<file path="config.mk">
export PLATFORM = sky130hd
export DESIGN_NAME = div
export DESIGN_NICKNAME = d
export VERILOG_FILES = /design/src/rtl/div.sv
export SDC_FILE = /design/constraint.sdc
export NUM_CORES = 1
export LEC_CHECK = 0
export BUFFER_PORTS_ARGS = -buffer_cell sky130_fd_sc_hd__buf_2
export CAP_MARGIN = 0
export CORE_ASPECT_RATIO = 0.8
export CORE_MARGIN = 2
export CORE_UTILIZATION = 40
export CTS_BUF_LIST = sky130_fd_sc_hd__clkbuf_16
export DETAILED_ROUTE_END_ITERATION = 10
export PLACE_DENSITY = 0.58
export SLEW_MARGIN = 20
export SYNTH_ARGS = -nofsm -noshare
export SYNTH_HDL_FRONTEND = slang
export SYNTH_SLANG_ARGS = --single-unit
</file>
<file path="constraint.sdc">
create_clock -name clk -period 5.73 [get_ports clk]
set_input_delay 0.8595 -clock clk [delete_from_list [all_inputs] [get_ports clk]]
set_output_delay 0.8595 -clock clk [all_outputs]
set_load 0.01 [all_outputs]
</file>
<file path="src/rtl/div.sv">
// Iterative RV32M divide/remainder unit (div, divu, rem, remu).
// Radix-2 restoring division, one quotient bit per cycle, with busy/ready
// handshaking towards the pipeline.
// Optional build macro DIV_SKIP_EN: skip the leading zeros of |dividend| so
// that small dividends finish early; results are identical either way.
module div #(
  parameter int XLEN = 32
) (
  input  logic            rst,
  input  logic            clk,
  input  logic            enable,
  input  logic [3:0]      div_op,
  input  logic [XLEN-1:0] rdata1,
  input  logic [XLEN-1:0] rdata2,
  output logic [XLEN-1:0] result,
  output logic            ready,
  output logic            busy
);

  localparam int CW = $clog2(XLEN);

  localparam logic [1:0] S_IDLE = 2'd0;
  localparam logic [1:0] S_CALC = 2'd1;
  localparam logic [1:0] S_DONE = 2'd2;

  // Two's-complement negation, kept in one place for operand and result fixup.
  function automatic logic [XLEN-1:0] neg(input logic [XLEN-1:0] v);
    return (~v) + {{(XLEN-1){1'b0}}, 1'b1};
  endfunction

`ifdef DIV_SKIP_EN
  // Leading-zero count; only meaningful for a non-zero argument.
  function automatic logic [CW-1:0] clz(input logic [XLEN-1:0] v);
    logic [CW-1:0] n;
    logic          found;
    n     = '0;
    found = 1'b0;
    for (int i = XLEN - 1; i >= 0; i--) begin
      if (!found) begin
        if (v[i]) found = 1'b1;
        else      n = n + CW'(1);
      end
    end
    return n;
  endfunction
`endif

  // State and datapath registers
  logic [1:0]      state_q,  state_d;
  logic [CW-1:0]   cnt_q,    cnt_d;
  logic [XLEN-1:0] rem_q,    rem_d;    // partial remainder
  logic [XLEN-1:0] quo_q,    quo_d;    // dividend shifting out, quotient bits shifting in
  logic [XLEN-1:0] dvs_q,    dvs_d;    // |divisor|
  logic            qneg_q,   qneg_d;   // negate quotient at the end
  logic            rneg_q,   rneg_d;   // negate remainder at the end
  logic            oprem_q,  oprem_d;  // 1: rem/remu, 0: div/divu
  logic [XLEN-1:0] result_q, result_d;

  // Operation decode and operand preparation
  logic            sel_div, sel_divu, sel_rem, sel_remu;
  logic            op_signed, op_rem;
  logic            s1, s2;
  logic [XLEN-1:0] abs1, abs2;
  logic            dvs_zero, ovf, accept;

  // Iteration datapath
  logic [XLEN:0]   shifted;
  logic [XLEN:0]   diff;
  logic            ge;
  logic [XLEN-1:0] rem_it, quo_it;
  logic [XLEN-1:0] fin_q, fin_r, fin_res;

  assign ready  = (state_q == S_DONE);
  assign busy   = (state_q != S_IDLE);
  assign result = result_q;

  // Decode the one-hot op (div > divu > rem > remu) and form magnitudes.
  always_comb begin
    sel_div   = div_op[0];
    sel_divu  = ~div_op[0] & div_op[1];
    sel_rem   = ~div_op[0] & ~div_op[1] & div_op[2];
    sel_remu  = ~div_op[0] & ~div_op[1] & ~div_op[2] & div_op[3];
    op_signed = sel_div | sel_rem;
    op_rem    = sel_rem | sel_remu;
    s1        = op_signed & rdata1[XLEN-1];
    s2        = op_signed & rdata2[XLEN-1];
    abs1      = s1 ? neg(rdata1) : rdata1;
    abs2      = s2 ? neg(rdata2) : rdata2;
    dvs_zero  = (rdata2 == '0);
    ovf       = op_signed && (rdata1 == {1'b1, {(XLEN-1){1'b0}}}) && (rdata2 == '1);
    accept    = (state_q == S_IDLE) && enable && (div_op != 4'b0000);
  end

  // One restoring step: shift in the next dividend bit, subtract if it fits.
  // The remainder is kept below the divisor, so XLEN+1 bits hold the shifted value.
  always_comb begin
    shifted = {rem_q, quo_q[XLEN-1]};
    diff    = shifted - {1'b0, dvs_q};
    ge      = (shifted >= {1'b0, dvs_q});
    rem_it  = ge ? diff[XLEN-1:0] : shifted[XLEN-1:0];
    quo_it  = {quo_q[XLEN-2:0], ge};
    fin_q   = qneg_q ? neg(quo_it) : quo_it;
    fin_r   = rneg_q ? neg(rem_it) : rem_it;
    fin_res = oprem_q ? fin_r : fin_q;
  end

  // Next-state logic: acceptance, iteration and the special-case shortcuts.
  always_comb begin
    state_d  = state_q;
    cnt_d    = cnt_q;
    rem_d    = rem_q;
    quo_d    = quo_q;
    dvs_d    = dvs_q;
    qneg_d   = qneg_q;
    rneg_d   = rneg_q;
    oprem_d  = oprem_q;
    result_d = result_q;
    case (state_q)
      S_IDLE: begin
        if (accept) begin
          oprem_d = op_rem;
          qneg_d  = s1 ^ s2;
          rneg_d  = s1;
          rem_d   = '0;
          dvs_d   = abs2;
          if (dvs_zero) begin
            result_d = op_rem ? rdata1 : '1;
            state_d  = S_DONE;
          end else if (ovf) begin
            result_d = op_rem ? '0 : {1'b1, {(XLEN-1){1'b0}}};
            state_d  = S_DONE;
`ifdef DIV_SKIP_EN
          end else if (abs1 == '0) begin
            result_d = '0;
            state_d  = S_DONE;
          end else begin
            quo_d   = abs1 << clz(abs1);
            cnt_d   = CW'(XLEN - 1) - clz(abs1);
            state_d = S_CALC;
          end
`else
          end else begin
            quo_d   = abs1;
            cnt_d   = CW'(XLEN - 1);
            state_d = S_CALC;
          end
`endif
        end
      end
      S_CALC: begin
        rem_d = rem_it;
        quo_d = quo_it;
        cnt_d = cnt_q - CW'(1);
        if (cnt_q == '0) begin
          result_d = fin_res;
          state_d  = S_DONE;
        end
      end
      S_DONE: begin
        state_d = S_IDLE;
      end
      default: begin
        state_d = S_IDLE;
      end
    endcase
  end

  // Register update with asynchronous active-low reset.
  always_ff @(posedge clk or negedge rst) begin
    if (!rst) begin
      state_q  <= S_IDLE;
      cnt_q    <= '0;
      rem_q    <= '0;
      quo_q    <= '0;
      dvs_q    <= '0;
      qneg_q   <= 1'b0;
      rneg_q   <= 1'b0;
      oprem_q  <= 1'b0;
      result_q <= '0;
    end else begin
      state_q  <= state_d;
      cnt_q    <= cnt_d;
      rem_q    <= rem_d;
      quo_q    <= quo_d;
      dvs_q    <= dvs_d;
      qneg_q   <= qneg_d;
      rneg_q   <= rneg_d;
      oprem_q  <= oprem_d;
      result_q <= result_d;
    end
  end

endmodule

</file>
---- Word level (Yosys, flattened, before mapping) ----
Index checks and enable logic that the tools add are counted.
word-level totals
  input bits .............................. 71
  bits in registers ....................... 138
  logic and storage cells ................. 84
  output and inout port bits .............. 34
cells by class
  add/subtract/negate cells ............... 6
  magnitude comparators ................... 1
  reductions and logical operators ........ 15
  equality and inequality tests ........... 9
  bitwise operators ....................... 16
  muxes and demuxes ....................... 28
operator list
  kind                   count
  $mux 32                16
  $pmux 32 s2            3
  $add 32x1->32 const B  4
  $not 32->32            4
  $eq 32x32->1 const B   2
  $ge 33x32->1           1
  $logic_not 32->1       1
  $sub 32x32->32         1
  $mux 5                 3
  $pmux 5 s2             1
  $mux 2                 4
  $ne 2x2->1 const B     4
  $reduce_and 4->1       2
  $and 1x1->1            6
  $reduce_and 2->1       3
  $logic_not 5->1        1
  $sub 5x1->5 const B    1
  $logic_and 1x1->1      4
  $pmux 2 s2             1
  $reduce_bool 2->1      2
  $reduce_bool 4->1      1
  $ne 3x3->1 const B     1
  $not 1->1              3
  $eq 2x1->1 const B     1
  4 further kinds        5

---- Longest topological paths before layout ----
Gate-level depths: netlist of the first run.
  word-level depth ........................ 10
  mapped depth ............................ 24
  depth with buffers taken out ............ 19

---- Least setup slack after synthesis of the first run ----
Ideal clock, no wire load.
  path kind ............................... reg2reg
  start ................................... register rem_q[0]
  end ..................................... register result_q[22], in the netlist result[22]
  required time ........................... 5584 ps
  buffers on the path ..................... 4
  period minus slack after synthesis ...... 5265 ps
  stages on the path, launching flop included .. 22
  library setup time ...................... 146 ps
  slack ................................... 465 ps
  arrival time ............................ 5119 ps
  cells stage by stage .................... dfrtp_1 ha_1 nor2b_1 o2111ai_1 a21oi_1 o31ai_2 o21ai_2 buf_4 buf_2 buf_2 clkbuf_1 nand2_1 o21ai_0 ha_1 nand2_1 a2111o_1 or4_4 o41ai_4 o2111ai_4 or3_1 a31oi_1 a311oi_1
on the way
  cells in the longest elaborated chain, start to end .. 8
  elaborated cells on any way between the ends .. 12
  those cells by class .................... add/sub: 3; order compare: 1; mux: 6; bitwise: 2
RTL lines
  what                                                   line    text
  from (decl)                                            51      logic [XLEN-1:0] rem_q, rem_d;
  from (signal assigned)                                 183     rem_q <= rem_d;
  $sub 32x32->32 / $ge 33x32->1 (equally long branches)  98, 99
  $mux 32                                                100     rem_it = ge ? diff[XLEN-1:0] : shifted[XLEN-1:0];
  $not 32->32                                            28      return (~v) + {{(XLEN-1){1'b0}}, 1'b1};
  $add 32x1->32                                          28
  $mux 32                                                103     fin_r = rneg_q ? neg(rem_it) : rem_it;
  $mux 32 (*)                                            104     fin_res = oprem_q ? fin_r : fin_q;
  $mux 32 (*)                                            154     if (cnt_q == '0) begin
  $pmux 32 s2 (*)                                        118     case (state_q)
  to (signal assigned)                                   189     result_q <= result_d;
  to (decl)                                              57      logic [XLEN-1:0] result_q, result_d;
Mark *: on every way between the ends. The rest lies on a longest branch, timed or not. The select of a mux whose other input is x is not followed.
A chain may end at the register's enable or synchronous reset.

---- Worst setup path after layout of the first run ----
Ends and elaborated chain as after synthesis.

==> results.yml, run 1 <==
die:
  die_y_um: 159.0
  dieArea_um2: 31430
  die_width_um: 197.7
  start_util: 0.4080
  rows: 56
  core_um2: 29430
  ioPinCount: 105
yosys:
  async_flop_share: 1.000
  synth_warnings: 0
  syn_inst: 1569
  ys_seq_area_frac: 0.2876
  synth_cell_type_count: 88
  synthTopCellsByArea: "dfrtp_1 29%, o21ai_0 6.5%, nand2_1 6.3%, xnor2_1 4.5%, xor2_1 4.4%"
  synthesis.area_um2: 12010
  synth_edf_count: 0
  synth_seq_cells: 138
  synthTopCellsByCount: "201 x nand2_1, 156 x o21ai_0, 138 x dfrtp_1"
  avgSynthCellArea_um2: 7.652
  yosysTopAreaCellShare: 0.2876
  synth_flop_cell: "dfrtp_1"
  synth_nets: 1680
  synth_top_area_cell: "dfrtp_1"
  synth_most_common_cell: "nand2_1"
placed_design:
  gp_congestion: 0.9592
  dpl-instance-area_um2: 12900
  hpwl_um: 35050
  numPortBuffers: 104
worst_setup_path:
  end_kind: "flip-flop"
  worstPathRequired_ps: 6030
  reg2reg_from: "rem_q[0]"
  worst-setup-path-type: "reg -> reg"
  critPathArrivalTime_ps: 5510
  worstPathMaxFanout: 11
  r2r_slack_ps: 520
  start_kind: "flip-flop"
  reg2regPathDepth: 17
  r2r-end: "result[22]"
sta:
  skew_ps: 15.33
  fmax_ghz: 0.1920
  slew_viol_final: 0
  setup_viol: 0
  fin_crit_sh: 0.9089
  tightestPinTransition_ps: 1084
  layout_min_cycle_time_ps: 5208
  hold_viol: 0
  rsz0062_at_grt: "false"
  fin_setup_tns_ps: 0
  slew_headroom: 0.2711
flow_run:
  maxCapViolations: 0
clock_tree:
  clk_path_buf_depth: 2
  cts.sinks: 138
  cts_root_buf: "clkbuf_16"
  cts_tree: "yes"
  cts.clk_slew.worst_paths_ps: 70
  clk_latency_ps: 460
  cts_resized: 0
  cts_setup_buffers: 0
  cts_buffers: 17
  htree_levels: 4
  hold_buffers: 0
final_layout:
  final_layout_size_suffix_gt1_frac: 0.1209
  n_antenna_cell: 0
  design_area_um2: 13570
  regArea_um2: 3453
  multi_input_area_um2: 8003
  fillers: 2968
  num-nets-final: 1736
  area_delta_synth_final_pct: 13.03
worst_hold_path:
  worstHoldPathCells: 2
  min-delay-start: "result[18]"
  min_path_type: "reg -> reg"
  worstHoldEndpoint: "result[18]"
route:
  ant_nets: 0
  wire_per_inst_um: 22.64
  vias: 12430
  drt-total-wl_um: 45620
  drt-initial-drc-count: 1309
  firstDrtPassIters: 6
  viasPerCell: 6.167
  drc: 0
global_route:
  grt-ovfl-total: 0
  grt_max_degree: 108
  antenna_found_initial: 1
  grt_first_pass_wirelength_um: 69760
  track_usage: 0.2917
  grt_pass1_vias: 11370
outcome:
  outcome: "completed"
[logic make-up after synthesis]
family,Yosys count,share of synthesized area
AND/OR/NAND/NOR,530,0.2096
multiplexers,32,0.02730
XOR/XNOR,123,0.08972
flip-flops,138,0.2876
buffers and inverters,156,0.05085
AO/OA/AOI/OAI,550,0.2926
adder cells (fa/ha/maj),40,0.04231
[worst max path at each step]
stage,startpoint,to,slack [ps],cells past startpoint
after floorplan,rem_q[0],result[22],460,21
after global placement,rem_q[0],result[22],740,17
after detailed placement,rem_q[0],result[26],690,18
after CTS,rem_q[0],result[26],650,18
after global routing,rem_q[5],result[26],270,18
final,rem_q[0],result[22],520,17
[cell type report]
| type | instances | area share |
|---|---|---|
| Inverter | 60 | 0.01660 |
| Clock inverter | 15 | 0.01826 |
| Clock buffer | 17 | 0.03135 |
| Multi-Input combinational cell | 1275 | 0.5897 |
| Timing Repair Buffer | 133 | 0.05486 |
| Sequential cell | 138 | 0.2545 |
| Tap cell | 377 | 0.03476 |
[registers in the layout, indices dropped and copies added (netlist names)]
| name | count |
|---|---|
| oprem_q | 1 |
| quo_q | 32 |
| qneg_q | 1 |
| result | 32 |
| dvs_q | 32 |
| rem_q | 32 |
| state_q | 2 |
| rneg_q | 1 |
| cnt_q | 5 |
[cell usage in the layout (no fill, tap or decap), types with 6 or more instances in the layout]
cell | netlist | final
a211oi_1 | 13 | 13
a21o_1 | 9 | 9
a21oi_1 | 85 | 85
a221oi_1 | 8 | 8
a22o_1 | 6 | 6
a31oi_1 | 20 | 20
and2_1 | 7 | 7
and3_1 | 6 | 6
buf_2 | 17 | 103
buf_4 | 1 | 29
bufinv_16 | 0 | 6
clkbuf_16 | 0 | 17
dfrtp_1 | 138 | 138
ha_1 | 39 | 39
inv_1 | 57 | 58
mux2_2 | 6 | 6
mux2i_1 | 26 | 26
nand2_1 | 201 | 201
nand2b_1 | 9 | 8
nand3_1 | 56 | 56
nand4_1 | 23 | 23
nor2_1 | 98 | 97
nor2b_1 | 10 | 9
nor3_1 | 35 | 35
nor4_1 | 21 | 21
o211ai_1 | 26 | 26
o21a_1 | 16 | 16
o21ai_0 | 156 | 156
o21ai_1 | 78 | 78
o31a_1 | 10 | 10
o31ai_1 | 34 | 33
o41ai_1 | 13 | 13
or2_2 | 7 | 7
or3_1 | 24 | 24
or4_1 | 12 | 12
xnor2_1 | 62 | 62
xor2_1 | 61 | 61
[stage by stage]
| stage | worst slack [ps] | hold WS (ps) | util | cells |
|---|---|---|---|---|
| after global placement | 742.5 | 459.3 | 0.4383 | 1983 |
| after global routing | 272.5 | 504.0 | 0.4611 | 2015 |
| after CTS | 648.8 | 465.1 | 0.4611 | 2015 |
| final | 521.9 | 456.6 | 0.4611 | 2015 |
| after detailed placement | 688.7 | 451.9 | 0.4383 | 1983 |
| after floorplan | 464.8 | 449.8 | - | 1569 |
[critical path, cell delays in order, from the launching register on]
cell and delay [ps]:
dfrtp_1 440, ha_1 350, nor2b_1 190, o2111ai_1 310, a21oi_1 530, o31ai_2 150, o21ai_4 390, inv_2 80
mux2i_1 260, ha_1 220, nand2_1 70, a2111o_1 310, or4_4 470, o41ai_4 470, o2111ai_4 190, or3_1 380
a31oi_1 180, a311oi_1 60
[metal layers]
layer | wire (um) | track usage | vias to the layer above
met4 | 475 | 0.05297 | 2
met1 | 21310 | 0.4262 | 5946
met5 | 106 | 0.02469 | -
li1 | - | - | 5880
met2 | 18570 | 0.4038 | 559
met3 | 5158 | 0.1135 | 39
Power of run 1 is left out: the tool's default activity adds up to more than one toggle a clock period on the data nets, which glitch-free logic cannot reach.
==> run 2: changes to the inputs <==
CORE_UTILIZATION = 34   (was 40)
PLACE_DENSITY = 0.51   (was 0.58)
clock period = 6 ns   (was 5.73 ns; I/O delays follow)
==> results.yml, run 2 (same netlist as run 1, synthesis figures left out) <==
outcome:
  outcome: "completed"
clock_tree:
  clk_latency_ps: 450
  cts_setup_buffers: 0
  cts_tree: "yes"
  htree_levels: 4
  cts_root_buf: "clkbuf_16"
  cts_resized: 0
  cts.sinks: 138
  cts.clk_slew.worst_paths_ps: 60
  hold_buffers: 0
  cts_buffers: 17
  clk_path_buf_depth: 2
route:
  ant_nets: 0
  vias: 12490
  firstDrtPassIters: 6
  viasPerCell: 5.913
  drt-total-wl_um: 45170
  drt-initial-drc-count: 1128
  wire_per_inst_um: 21.38
  drc: 0
sta:
  fin_crit_sh: 0.8957
  slew_viol_final: 0
  fmax_ghz: 0.1861
  tightestPinTransition_ps: 1045
  layout_min_cycle_time_ps: 5374
  rsz0062_at_grt: "false"
  setup_viol: 0
  fin_setup_tns_ps: 0
  slew_headroom: 0.3036
  hold_viol: 0
  skew_ps: 13.69
final_layout:
  num-nets-final: 1739
  multi_input_area_um2: 8003
  n_antenna_cell: 0
  area_delta_synth_final_pct: 14.24
  layout_common_cells: "201 x nand2_1, 156 x o21ai_0, 138 x dfrtp_1, 103 x buf_2, 97 x nor2_1"
  final_common_cell: "nand2_1"
  regArea_um2: 3453
  final_layout_size_suffix_gt1_frac: 0.1200
  fillers: 3723
  design_area_um2: 13720
placed_design:
  dpl-instance-area_um2: 13040
  gp_congestion: 0.9307
  numPortBuffers: 104
  hpwl_um: 34360
worst_setup_path:
  critPathArrivalTime_ps: 5670
  r2r_slack_ps: 630
  max_stage_delay_ps: 530
  reg2regPathDepth: 17
  r2r-end: "result[22]"
  worst-setup-path-type: "reg -> reg"
  worstPathRequired_ps: 6290
  start_kind: "flip-flop"
  cp_common_cell: "ha_1"
  cp_cell_sequence: "ha_1 -> nor2b_1 -> o2111ai_1 -> a21oi_1 -> o31ai_2 -> o21ai_4 -> inv_2 -> mux2i_1 -> ha_1 -> nand2_1 -> a2111o_1 -> or4_4 -> o41ai_4 -> o2111ai_4 -> or3_1 -> a31oi_1 -> a311oi_1"
  reg2reg_from: "rem_q[0]"
  critPathSlowestCell: "a21oi_1"
  end_kind: "flip-flop"
  worstPathMaxFanout: 11
worst_hold_path:
  min-delay-start: "result[18]"
  min_path_type: "reg -> reg"
  worstHoldEndpoint: "result[18]"
  worstHoldPathCells: 2
global_route:
  grt_pass1_vias: 11560
  grt_first_pass_wirelength_um: 70040
  grt-ovfl-total: 0
  antenna_found_initial: 1
  grt_max_degree: 96
  track_usage: 0.2458
die:
  ioPinCount: 105
  dieArea_um2: 36840
  rows: 61
  die_y_um: 172.1
  start_util: 0.3450
  die_width_um: 214.1
  core_um2: 34800
flow_run:
  maxCapViolations: 0
## run 2: changes by cell type in the layout (fill, tap and decap cells not counted)
cell        change
clkinv_1        +5
buf_4           +3
clkinv_4        -2
clkinvlp_4      -2
bufinv_16       +1
inv_1           -1
inv_6           -1
## run 2: critical path, delay by kind of cell (launching register included)
| kind | cells | cell delay [ps] |
|---|---|---|
| compound gates | 9 | 2660 |
| simple gates | 4 | 1160 |
| fa+ha+maj | 2 | 590 |
| flops | 1 | 450 |
| mux | 1 | 250 |
| buf+inv | 1 | 80 |
## run 2: metal layers
layer	GRT usage	vias to the layer above	wire (um)
met5	0	-	8
met2	0.3698	389	19450
met1	0.3561	6153	21670
li1	-	5893	-
met4	0.07518	2	1001
met3	0.04538	57	3044
## run 2: layout make-up
class | count | area share
Timing Repair Buffer | 136 | 0.05592
Clock inverter | 15 | 0.01834
Tap cell | 472 | 0.04306
Clock buffer | 17 | 0.03102
Sequential cell | 138 | 0.2518
Inverter | 60 | 0.01642
Multi-Input combinational cell | 1275 | 0.5835
## run 2: how the worst max path moves through the flow
stage / start / endpoint / slack [ps] / cells after the start
final: rem_q[0] / result[22] / 630 / 17
after global routing: rem_q[0] / result[22] / 300 / 17
after CTS: rem_q[0] / result[22] / 730 / 17
after detailed placement: rem_q[0] / result[22] / 770 / 17
after global placement: rem_q[14] / result[22] / 830 / 17
after floorplan: rem_q[0] / result[22] / 730 / 21
## run 2: through the flow
step	cells	hold slack (ps)	util	setup WS (ps)
after global routing	2113	490.4	0.3941	296.4
after CTS	2113	471.6	0.3941	726.1
after global placement	2081	447.4	0.3746	828.0
final	2113	467.7	0.3941	625.7
after detailed placement	2081	458.3	0.3746	773.3
after floorplan	1569	449.8	-	734.8
Power of run 2 is left out for the same reason.
==> run 3: changes to the inputs <==
CELL_PAD_IN_SITES_DETAIL_PLACEMENT = 0   (was unset)
CELL_PAD_IN_SITES_GLOBAL_PLACEMENT = 1   (was unset)
CORE_ASPECT_RATIO = unset   (was 0.8)
PLACE_DENSITY = 0.65   (was 0.51)
==> results.yml, run 3 (same netlist as run 1, synthesis figures left out) <==
worst_setup_path:
  cp_cell_sequence: "ha_1 -> nor2b_1 -> o2111ai_1 -> a21oi_1 -> o31ai_2 -> o21ai_4 -> inv_2 -> mux2i_1 -> ha_1 -> nand2_1 -> a2111o_1 -> or4_4 -> o41ai_4 -> o2111ai_4 -> or3_1 -> a31oi_1 -> a311oi_1"
  crit_family: "compound AO/OA/AOI/OAI gates"
  cp.buffers_inverters: 1
  end_kind: "flip-flop"
  reg2reg_from: "rem_q[0]"
  worstPathRequired_ps: 6300
  startpoint: "rem_q[0]"
  critPathSlowestCell: "a21oi_1"
  worst-setup-path-type: "reg -> reg"
  start_kind: "flip-flop"
  cp_common_cell: "ha_1"
  max_stage_delay_ps: 500
  critPathArrivalTime_ps: 5550
  worstPathMaxFanout: 10
die:
  dieArea_um2: 36830
  ioPinCount: 105
  core_um2: 34630
  die_y_um: 191.9
  rows: 68
  start_util: 0.3467
  die_width_um: 191.9
route:
  viasPerCell: 5.910
  routedLengthMet1_um: 21900
  routed.top_layer: "met4"
  drc: 0
  vias: 12330
  wl_met3_um: 2891
  ant_nets: 0
  drt-total-wl_um: 46360
  firstDrtPassIters: 5
  wire_per_inst_um: 22.23
  wl_met2_um: 20410
  drt-initial-drc-count: 1234
clock_tree:
  cts_setup_buffers: 0
  cts_root_buf: "clkbuf_16"
  cts_buffers: 17
  clk_latency_ps: 440
  htree_levels: 4
  cts.sinks: 138
  clk_path_buf_depth: 2
  cts_resized: 0
  cts.clk_slew.worst_paths_ps: 70
  hold_buffers: 0
  cts_tree: "yes"
global_route:
  antenna_found_initial: 0
  grt_first_pass_wirelength_um: 70660
  grt_max_degree: 99
  grt_pass1_vias: 11440
  grt-ovfl-total: 0
  track_usage: 0.2553
final_layout:
  fillers: 3645
  final_layout_size_suffix_gt1_frac: 0.1171
  layout_common_cells: "201 x nand2_1, 156 x o21ai_0, 138 x dfrtp_1, 103 x buf_2, 97 x nor2_1"
  num-nets-final: 1729
  area_delta_synth_final_pct: 12.80
  multi_input_area_um2: 8003
  final_common_cell: "nand2_1"
  n_antenna_cell: 0
  regArea_um2: 3453
sta:
  skew_ps: 8.643
  slew_viol_final: 0
  fin_setup_tns_ps: 0
  rsz0062_at_grt: "false"
  setup_viol: 0
  fin_crit_sh: 0.8749
  slew_headroom: 0.2871
  layout_min_cycle_time_ps: 5250
  tightestPinTransition_ps: 1069
  hold_viol: 0
  fmax_ghz: 0.1905
placed_design:
  numPortBuffers: 104
  gp_congestion: 0.9288
  hpwl_um: 35620
worst_hold_path:
  min_path_type: "reg -> reg"
  min-delay-start: "result[18]"
outcome:
  outcome: "completed"
flow_run:
  maxCapViolations: 0
run 3: cell count changes in the layout (fill, tap and decap cells not counted):
cell / change
clkinvlp_4: +3
clkinv_1: -4
clkinv_4: +2
buf_4: -10
inv_6: +1
clkinv_2: +2
bufinv_16: -4
run 3: path summary, 6_finish.rpt:
path | endpoint | slack (ps) | depth (start not counted)
max | result[22] | 750 | 17
min | result[18] | 470 | 2
max reg2reg | result[22] | 750 | 17
min reg2reg | result[18] | 470 | 2
max in group asynchronous | result[25] | 4180 | 2
min in group asynchronous | dvs_q[3] | 550 | 1
run 3: final cells by class:
type,count,area share
multi-input combinational,1275,0.5909
inverter,60,0.01663
clock inverter,15,0.01293
timing repair buffer,126,0.05109
tap,455,0.04204
sequential,138,0.2550
clock buffer,17,0.03141
run 3: worst min-delay path, delay by kind of cell (launching register included):
family / cells / cell delay [ps]
and+or+nand+nor: 2 / 90
DFF: 1 / 340
run 3: layer usage:
metal | global-route usage | up-vias
li1 | - | 5865
met1 | 0.3700 | 6021
met2 | 0.3825 | 378
met3 | 0.04458 | 64
met4 | 0.08077 | 0
met5 | 0 | -
run 3: stage by stage:
stage	area, um2	setup WS (ps)	utilization	cells	hold WS [ps]
floorplan	12010	734.8	-	1569	449.8
global placement	12940	886.2	0.3738	2054	459.9
detailed placement	12940	821.7	0.3738	2054	466.2
CTS	13540	798.7	0.3911	2086	480.2
global route	13540	287.8	0.3911	2086	497.7
finish	13540	750.5	0.3911	2086	466.5
Power of run 3 is left out for the same reason.
